==> config.mk <==
export PLATFORM = sky130hd
export DESIGN_NAME = can_rx_sequencer
export DESIGN_NICKNAME = d
export VERILOG_FILES = /design/src/rtl/can_pkg.sv /design/src/rtl/can_bit_timing.sv /design/src/rtl/can_rx_sequencer.sv
export SDC_FILE = /design/constraint.sdc
export NUM_CORES = 1
export LEC_CHECK = 0
export BUFFER_PORTS_ARGS = -buffer_cell sky130_fd_sc_hd__buf_2
export CELL_PAD_IN_SITES_DETAIL_PLACEMENT = 1
export CELL_PAD_IN_SITES_GLOBAL_PLACEMENT = 2
export CORE_ASPECT_RATIO = 0.5
export CORE_MARGIN = 5
export CORE_UTILIZATION = 25
export DETAILED_ROUTE_END_ITERATION = 16
export PLACE_DENSITY = 0.53
export SLEW_MARGIN = 10
export SYNTH_ARGS = -nofsm -noshare
export SYNTH_HDL_FRONTEND = slang
export SYNTH_SLANG_ARGS = --single-unit
==> constraint.sdc <==
create_clock -name clk -period 4.5 [get_ports clk]
set_clock_uncertainty 0.15 [all_clocks]
set_input_delay 0.9 -clock clk [delete_from_list [all_inputs] [get_ports clk]]
set_output_delay 0.9 -clock clk [all_outputs]
set_load 0.01 [all_outputs]
==> src/rtl/can_pkg.sv <==
// Shared CAN receive definitions: sequencer states and default bit-timing constants.
package can_pkg;

  typedef enum logic [1:0] {
    WAIT_IDLE,
    IDLE,
    RECEIVE
  } can_state_e;

  localparam int unsigned CAN_BRP       = 16;
  localparam int unsigned CAN_SAMPLE_PT = 10;
  localparam int unsigned CAN_IDLE_BITS = 11;

endpackage

==> src/rtl/can_bit_timing.sv <==
// RX synchroniser, time-quantum counter and sample strobe for the CAN receiver.
module can_bit_timing import can_pkg::*; #(
  parameter int unsigned BRP       = CAN_BRP,
  parameter int unsigned SAMPLE_PT = CAN_SAMPLE_PT
) (
  input  logic clk,
  input  logic rst_n,
  input  logic rx,
  input  logic hard_sync,
  input  logic resync,
  output logic rx_sync,
  output logic sync_edge,
  output logic sample
);

  localparam int unsigned TQW = $clog2(BRP);
  localparam logic [TQW-1:0] TQ_LAST = TQW'(BRP - 1);
  localparam logic [TQW-1:0] TQ_SAMPLE = TQW'(SAMPLE_PT);

  logic           sync1_q;
  logic           sync2_q;
  logic           prev_q;
  logic [TQW-1:0] tq_q;

  always_ff @(posedge clk or negedge rst_n) begin
    if (!rst_n) begin
      sync1_q <= 1'b1;
      sync2_q <= 1'b1;
      prev_q  <= 1'b1;
      tq_q    <= '0;
    end else begin
      sync1_q <= rx;
      sync2_q <= sync1_q;
      prev_q  <= sync2_q;
      if (hard_sync || resync || tq_q == TQ_LAST)
        tq_q <= '0;
      else
        tq_q <= tq_q + 1'b1;
    end
  end

  assign rx_sync   = sync2_q;
  assign sync_edge = prev_q & ~sync2_q;
  assign sample    = (tq_q == TQ_SAMPLE);

endmodule

==> src/rtl/can_rx_sequencer.sv <==
// CAN receive sequencer: bus-idle detection, SOF sync, bit forwarding and destuffing.
module can_rx_sequencer import can_pkg::*; #(
  parameter int unsigned BRP       = CAN_BRP,
  parameter int unsigned SAMPLE_PT = CAN_SAMPLE_PT,
  parameter int unsigned IDLE_BITS = CAN_IDLE_BITS
) (
  input  logic clk,
  input  logic rst_n,
  input  logic rx,
  input  logic stuffing,
  input  logic done,
  output logic cap_rst,
  output logic cap_en,
  output logic rx_bit,
  output logic bus_idle,
  output logic frame_active,
  output logic stuff_err
);

  localparam int unsigned IW = $clog2(IDLE_BITS + 1);
  localparam logic [IW-1:0] IDLE_LAST = IW'(IDLE_BITS - 1);

  can_state_e    state_q, state_d;
  logic [2:0]    run_q, run_d;
  logic          last_q, last_d;
  logic          sof_q, sof_d;
  logic [IW-1:0] idle_q, idle_d;
  logic          cap_en_d, bit_d, stuff_err_d;
  logic          hard_sync, resync;
  logic          rx_sync, sync_edge, sample;

  can_bit_timing #(
    .BRP       (BRP),
    .SAMPLE_PT (SAMPLE_PT)
  ) u_bit_timing (
    .clk       (clk),
    .rst_n     (rst_n),
    .rx        (rx),
    .hard_sync (hard_sync),
    .resync    (resync),
    .rx_sync   (rx_sync),
    .sync_edge (sync_edge),
    .sample    (sample)
  );

  always_comb begin
    state_d     = state_q;
    run_d       = run_q;
    last_d      = last_q;
    sof_d       = sof_q;
    idle_d      = idle_q;
    cap_en_d    = 1'b0;
    bit_d       = rx_bit;
    stuff_err_d = 1'b0;
    hard_sync   = 1'b0;
    resync      = 1'b0;
    case (state_q)
      WAIT_IDLE: begin
        if (sample) begin
          if (!rx_sync) begin
            idle_d = '0;
          end else if (idle_q == IDLE_LAST) begin
            idle_d  = '0;
            state_d = IDLE;
          end else begin
            idle_d = idle_q + 1'b1;
          end
        end
      end
      IDLE: begin
        if (sync_edge) begin
          hard_sync = 1'b1;
          sof_d     = 1'b1;
          state_d   = RECEIVE;
        end
      end
      RECEIVE: begin
        resync = sync_edge;
        if (sample) begin
          if (sof_q) begin
            sof_d = 1'b0;
            if (rx_sync) begin
              state_d = IDLE;
            end else begin
              cap_en_d = 1'b1;
              bit_d    = 1'b0;
              run_d    = 3'd1;
              last_d   = 1'b0;
            end
          end else if (stuffing && run_q == 3'd5) begin
            if (rx_sync != last_q) begin
              run_d  = 3'd1;
              last_d = rx_sync;
            end else begin
              stuff_err_d = 1'b1;
              idle_d      = '0;
              state_d     = WAIT_IDLE;
            end
          end else begin
            cap_en_d = 1'b1;
            bit_d    = rx_sync;
            if (rx_sync != last_q) begin
              run_d  = 3'd1;
              last_d = rx_sync;
            end else if (run_q != 3'd5) begin
              run_d = run_q + 3'd1;
            end
          end
        end
        // done wins over the glitch-reject return to IDLE; a stuff error pulse is kept
        if (done) begin
          idle_d  = '0;
          sof_d   = 1'b0;
          state_d = WAIT_IDLE;
        end
      end
      default: state_d = WAIT_IDLE;
    endcase
  end

  always_ff @(posedge clk or negedge rst_n) begin
    if (!rst_n) begin
      state_q      <= WAIT_IDLE;
      run_q        <= '0;
      last_q       <= 1'b0;
      sof_q        <= 1'b0;
      idle_q       <= '0;
      cap_en       <= 1'b0;
      rx_bit       <= 1'b1;
      stuff_err    <= 1'b0;
      cap_rst      <= 1'b1;
      bus_idle     <= 1'b0;
      frame_active <= 1'b0;
    end else begin
      state_q      <= state_d;
      run_q        <= run_d;
      last_q       <= last_d;
      sof_q        <= sof_d;
      idle_q       <= idle_d;
      cap_en       <= cap_en_d;
      rx_bit       <= bit_d;
      stuff_err    <= stuff_err_d;
      cap_rst      <= (state_q != RECEIVE);
      bus_idle     <= (state_q == IDLE);
      frame_active <= (state_q == RECEIVE);
    end
  end

endmodule

==> summary.txt, run 1 <==
Run status
  • Outcome: complete, no violations

Clocking
  • Hold_buf cts: 0
  • Clock sinks: 24
  • CTS tree: yes
  • Num CTS Buffers: 3
  • Clock latency at the later pin of the worst-skew pair: 0.27 ns
  • Post-CTS Setup Bufs: 0
  • Resized Gates After CTS: 0
  • H-tree levels: 1
  • Clock Path Buffers: 2
  • Clock input transition at the sequential cells of the worst setup and hold paths: 0.09 ns
  • Clock Tree Root: clkbuf_8

Routing
  • Pre-Repair DR Iteration Count: 4
  • Highest metal used: met4
  • Routed vias: 906
  • Antenna Nets Post-Route: 0
  • Met2 routed WL: 1.18 mm
  • Drt drc: 0
  • Met3 wire length: 78 µm
  • WL met1: 1.59 mm
  • Initial DRC count: 37
  • Vias per cell: 4.62
  • WL per Instance: 14.7 µm
  • Final WL: 2.87 mm

Floorplanning
  • Row count: 18
  • Core footprint: 4930 µm²
  • Die area: 6720 µm²
  • Die Span X: 111 µm
  • I/O pins: 11
  • Initial core utilization: 25.9%
  • Die height: 60.5 µm

Placement
  • GP Congestion: 0.740
  • Port Buffers: 10
  • HPWL Detailed: 2.08 mm

Logic synthesis
  • Mux share of post-synthesis cell area: 2.84%
  • Synthesized area: 1280 µm²
  • Compound-gate portion of the synthesized area: 17.3%
  • Ys Warns: 0
  • Synth Area in Adders: 5.88%
  • Mapped Nets: 127
  • Syn Area/Cell: 11.0 µm²
  • Simple-Gate Fraction of Synth Area: 18.2%
  • Area share of xor/xnor cells in the synthesized design: 2.65%
  • Post-synth EDFFs: 0
  • Library cells used by synthesis: 46
  • Register area share after synthesis: 47.5%
  • Synth Flop Type: dfrtp_1
  • Async set-reset flop share out of synthesis: 100%
  • Main combinational cell family by area after synthesis: simple AND/OR/NAND/NOR gates
  • Synthesized flop and latch total: 24
  • Post-Syn Instances: 116

Finish
  • Commonest non-fill, non-tap cell in the layout: dfrtp_1
  • Share of cells above drive strength 1: 24.6%
  • Area grow syn2layout: 12.2%
  • N_diodes: 0
  • NumNets Final: 138
  • Fillers: 567
  • Most frequent cells in the layout: 19 x dfrtp_1, 10 x buf_2, 9 x inv_1
  • Layout Utilization: 29.0%

Pwr
  • Leakage: 0.000682 µW
  • Part of the power in registers: 55.8%
  • P_int: 322 µW
  • Clk pwr share: 35.7%
  • P_sw: 107 µW
  • Power density cells: 299 nW/µm²
  • Comb power frac: 8.5%
  • VDD IR max: 0.116 mV
  • Switching part of the total: 24.9%

Critical path
  • Kind of critical path: in -> reg
  • Worst-path fanout max: 4
  • Slowest cell on the critical path: o311a_4
  • CP required: 4.51 ns
  • Buf/Inv on CP: 1
  • Kind of end point of the critical path: flop
  • Top delay family on crit path: simple AND/OR/NAND/NOR gates
  • CP Launch Type: primary input
  • Crit path cell chain: buf_2 > nand3_1 > o311a_4 > or2_4 > mux2_4
  • CP peak stage delay: 0.36 ns
  • FF-to-FF setup slack: 2.42 ns
  • WP data arrival: 2.10 ns

STA
  • Final Hold Slack: 0.209 ns
  • Final Cycle Share: 46.4%
  • Relative slew slack: 61.3%
  • RSZ-0062 raised after global routing: false
  • Final Hold Fails: 0
  • Fin Setup TNS: 0 ns
  • Finish-stage setup viols: 0
  • Tmin final: 2.09 ns
  • Slew @ Worst Pin: 0.581 ns
  • Max Freq: 0.479 GHz
  • Slew Limit Fails: 0

GRT
  • First-pass GRT wire length: 5.16 mm
  • Initial antenna violation count: 0
  • GRT Util Overall: 9.66%
  • Grt ovf: 0
  • Vias in the first global route: 971
  • Largest net degree at the start of global routing: 25

Hold path
  • Min-delay worst type: reg -> reg

Flow run
  • Max-Cap Viols: 0
==> cells in the mapped netlist (2+ instances only) <==
cell | count | area share (%)
dfrtp_1 | 19 | 37
inv_1 | 9 | 2.6
a21oi_1 | 6 | 2.4
ha_1 | 6 | 5.9
nor2_1 | 6 | 1.8
o21ai_0 | 6 | 2.4
dfstp_2 | 5 | 10
nand2_1 | 5 | 1.5
nand3_1 | 5 | 2.0
nor3_1 | 4 | 1.6
nand2b_1 | 3 | 1.5
o31ai_1 | 3 | 1.8
a31oi_1 | 2 | 0.98
buf_4 | 2 | 1.2
buf_6 | 2 | 1.8
o41ai_1 | 2 | 1.4
or3b_2 | 2 | 1.4
==> cell families (layout without fill, tap and decap cells) <==
group | after synthesis | after routing
buffers and inverters | 13 | 23
flip-flops | 24 | 24
AO/OA/AOI/OAI | 30 | 30
XOR/XNOR | 3 | 3
adder cells (fa/ha/maj) | 6 | 6
multiplexers | 3 | 3
AND/OR/NAND/NOR | 37 | 37
==> state kept, by name, indices dropped and copies added (netlist names) <==
register / cells
bus_idle: 1
cap_en: 1
cap_rst: 1
frame_active: 1
idle_q: 4
last_q: 1
run_q: 3
rx_bit: 1
sof_q: 1
state_q: 2
stuff_err: 1
u_bit_timing.prev_q: 1
u_bit_timing.rx_sync: 1
u_bit_timing.sync1_q: 1
u_bit_timing.tq_q: 4
==> through the flow <==
| step | setup WS (ns) | area (µm²) | instances | power, µW |
|---|---|---|---|---|
| finish | 2.41 | 1430 | 196 | 428 |
| detailed placement | 2.13 | 1380 | 192 | 280 |
| CTS | 2.42 | 1430 | 196 | 438 |
| global route | 2.31 | 1430 | 196 | 458 |
| floorplan | 2.33 | 1280 | 116 | 266 |
| global placement | 2.13 | 1380 | 192 | 280 |
==> per-layer routing <==
metal	vias to the layer above	global-route usage, %
met1	459	13.3
met4	0	2.60
met3	2	2.79
li1	436	-
met2	9	15.2
met5	-	0
==> path summary, 6_finish.rpt <==
kind,startpoint,end,depth (start not counted)
worst max-delay path,stuffing,idle_q[0]$_DFFE_PN0P_,5
worst min-delay path,u_bit_timing.sync1_q$_DFF_PN1_,u_bit_timing.rx_sync$_DFF_PN1_,0
worst max register to register,run_q[1]$_DFFE_PN0P_,idle_q[0]$_DFFE_PN0P_,6
worst min register to register,u_bit_timing.sync1_q$_DFF_PN1_,u_bit_timing.rx_sync$_DFF_PN1_,0
max in group asynchronous,rst_n,u_bit_timing.rx_sync$_DFF_PN1_,1
min in group asynchronous,rst_n,state_q[0]$_DFFE_PN0P_,1
==> power groups by stage <==
stage,registers (µW),clock network [µW],logic [µW]
finish,239,153,36.5
floorplan,238,0,27.6
global route,241,174,42.7
CTS,239,162,37.1
detailed placement,243,0,36.9
global placement,243,0,36.9
==> layout make-up <==
type | instances | area, µm² | area share (%)
Clock buffer | 4 | 55.1 | 3.85
Inverter | 9 | 33.8 | 2.36
Multi-Input combinational cell | 79 | 598 | 41.8
Sequential cell | 24 | 607 | 42.4
Tap cell | 70 | 87.6 | 6.12
Timing Repair Buffer | 10 | 50.0 | 3.50
Note: power is estimated with default switching activity, not from simulation.
==> run 2: changes to the inputs <==
==> constraint.sdc (replaced) <==
create_clock -name clk -period 2.2 [get_ports clk]
set_clock_uncertainty 0.15 [all_clocks]
set_input_delay 0.44 -clock clk [delete_from_list [all_inputs] [get_ports clk]]
set_output_delay 0.44 -clock clk [all_outputs]
set_load 0.01 [all_outputs]
==> summary.txt, run 2 (synthesis results as in run 1) <==
Floorplanning
  • Die height: 60.5 µm (unchanged)
  • Core footprint: 4930 µm² (unchanged)
  • Initial core utilization: 25.9% (unchanged)
  • Die Span X: 111 µm (unchanged)
  • Die area: 6720 µm² (unchanged)
  • Row count: 18 (unchanged)
  • I/O pins: 11 (unchanged)

Critical path
  • Worst-path fanout max: 5 (+1)
  • Crit path from: run_q[1]$_DFFE_PN0P_
  • Worst r2r dst: idle_q[0]$_DFFE_PN0P_
  • Kind of critical path: reg -> reg
  • Slowest cell on the critical path: dfrtp_1
  • CP peak stage delay: 0.40 ns (+0.04 ns)
  • Origin of the critical flop-to-flop path: run_q[1]$_DFFE_PN0P_
  • WP data arrival: 2.05 ns (-0.05 ns)
  • CP Launch Type: flop
  • Crit path capture: idle_q[0]$_DFFE_PN0P_
  • FF-to-FF setup slack: 0.16 ns (-2.26 ns)
  • Critical path depth in cells: 6 (+1)
  • Kind of end point of the critical path: flop
  • CP required: 2.21 ns (-2.30 ns)
  • Buf/Inv on CP: 1 (unchanged)
  • Reg2Reg Depth: 6 (unchanged)
  • Crit path cell chain: inv_1 > ha_1 > nand3_1 > o311a_4 > or2_4 > mux2_4
  • Top delay family on crit path: simple AND/OR/NAND/NOR gates

Clocking
  • Clock latency at the later pin of the worst-skew pair: 0.27 ns (about the same)
  • Resized Gates After CTS: 0 (unchanged)
  • Clock Path Buffers: 2 (unchanged)
  • Hold_buf cts: 0 (unchanged)
  • CTS tree: yes
  • H-tree levels: 1 (unchanged)
  • Post-CTS Setup Bufs: 0 (unchanged)
  • Clock sinks: 24 (unchanged)
  • Clock input transition at the sequential cells of the worst setup and hold paths: 0.09 ns (about the same)
  • Num CTS Buffers: 3 (unchanged)
  • Clock Tree Root: clkbuf_8

STA
  • Finish-stage setup viols: 0 (unchanged)
  • Final Hold Slack: -0.00652 ns (-0.216 ns)
  • Fin Setup TNS: 0 ns (unchanged)
  • Relative slew slack: 62.9% (+1.7 points)
  • Final Cycle Share: 92.8%
  • Slew @ Worst Pin: 0.556 ns (-0.0250 ns)
  • Final Hold Fails: 11 (+11)
  • Max Freq: 0.490 GHz
  • Slew Limit Fails: 0 (unchanged)
  • Tmin final: 2.04 ns
  • RSZ-0062 raised after global routing: false

Finish
  • Design area: 1470 µm² (+2.7%)
  • N_diodes: 0 (unchanged)
  • Most frequent cells in the layout: 19 x dfrtp_1, 10 x buf_2, 9 x inv_1
  • Biggest regs: idle_q: 4 flops, u_bit_timing.tq_q: 4 flops, run_q: 3 flops
  • Commonest non-fill, non-tap cell in the layout: dfrtp_1
  • Share of cells above drive strength 1: 26.4% (+1.8 points)
  • NumNets Final: 141 (+2.2%)
  • Area grow syn2layout: 15.2%

Run status
  • Outcome: complete, but fails checks
  • Failing checks: negative hold slack

Placement
  • GP Congestion: 0.700 (-5.5%)
  • HPWL Detailed: 2.20 mm (+5.8%)
  • Port Buffers: 10 (unchanged)
  • Dpl cell area: 1400 µm² (+1.6%)

Pwr
  • Power density cells: 653 nW/µm² (+120%)
  • VDD IR max: 0.218 mV (+88%)
  • Leakage: 0.000702 µW (+3.0%)

GRT
  • Grt ovf: 0 (unchanged)
  • Initial antenna violation count: 0 (unchanged)
  • Largest net degree at the start of global routing: 25 (unchanged)
  • First-pass GRT wire length: 4.95 mm (-4.0%)
  • GRT Util Overall: 9.49% (-0.16 points)
  • Vias in the first global route: 955 (-1.6%)

Routing
  • Final WL: 2.87 mm (-0.17%)
  • Pre-Repair DR Iteration Count: 4 (unchanged)
  • Vias per cell: 4.65 (+0.67%)
  • Routed vias: 926 (+2.2%)
  • WL per Instance: 14.4 µm (-1.7%)
  • Initial DRC count: 23 (-38%)
  • Drt drc: 0 (unchanged)
  • Antenna Nets Post-Route: 0 (unchanged)

Hold path
  • Min-delay worst type: in -> async

Flow run
  • Max-Cap Viols: 0 (unchanged)
==> run 2: changes by cell type in the layout (fill, tap and decap cells not counted) <==
| cell | before | now |
|---|---|---|
| clkbuf_8 | 4 | 3 |
| bufinv_16 | 0 | 1 |
| buf_4 | 0 | 3 |
==> run 2: how the worst min path moves through the flow <==
stage / from / to / slack (ns)
after global routing: rst_n / state_q[1]$_DFFE_PN0P_ / 0.04
after detailed placement: u_bit_timing.sync1_q$_DFF_PN1_ / u_bit_timing.rx_sync$_DFF_PN1_ / 0.21
after floorplan: rst_n / bus_idle$_DFF_PN0_ / -0.006
after global placement: u_bit_timing.sync1_q$_DFF_PN1_ / u_bit_timing.rx_sync$_DFF_PN1_ / 0.21
after CTS: rst_n / u_bit_timing.tq_q[1]$_DFF_PN0_ / 0.02
final: rst_n / state_q[1]$_DFFE_PN0P_ / -0.007
==> run 2: per-layer routing <==
layer | vias up | track usage [%] | routed length (µm)
li1 | 445 | - | -
met1 | 472 | 12.2 | 1440
met2 | 7 | 15.9 | 1320
met3 | 2 | 2.89 | 77
met4 | 0 | 2.60 | 27
met5 | - | 0 | 0
==> run 2: report_power, final <==
| part | internal (µW) | switching (µW) |
|---|---|---|
| sequential | 463 | 23.8 |
| combinational | 35.4 | 40.2 |
| clock | 243 | 154 |
==> run 2: metrics by stage <==
stage	hold WS (ns)	utilization [%]	power, µW	std cells	setup slack, ns
5_1_grt	0.0444	29.8	1010	199	0.0646
4_1_cts	0.0191	29.8	980	199	0.147
2_1_floorplan	-0.00559	-	544	116	0.295
3_5_place_dp	0.212	28.4	574	195	0.168
6_report	-0.00652	29.8	960	199	0.158
3_3_place_gp	0.211	28.4	575	195	0.119
==> run 2: area by class of cell <==
class                      count  area, µm²
clock buffer                   3       41.3
clock inverter                 1       30.0
fill                         562       3460
inverter                       9       33.8
multi-input combinational     79        598
sequential                    24        607
tap                           70       87.6
timing repair buffer          13       72.6
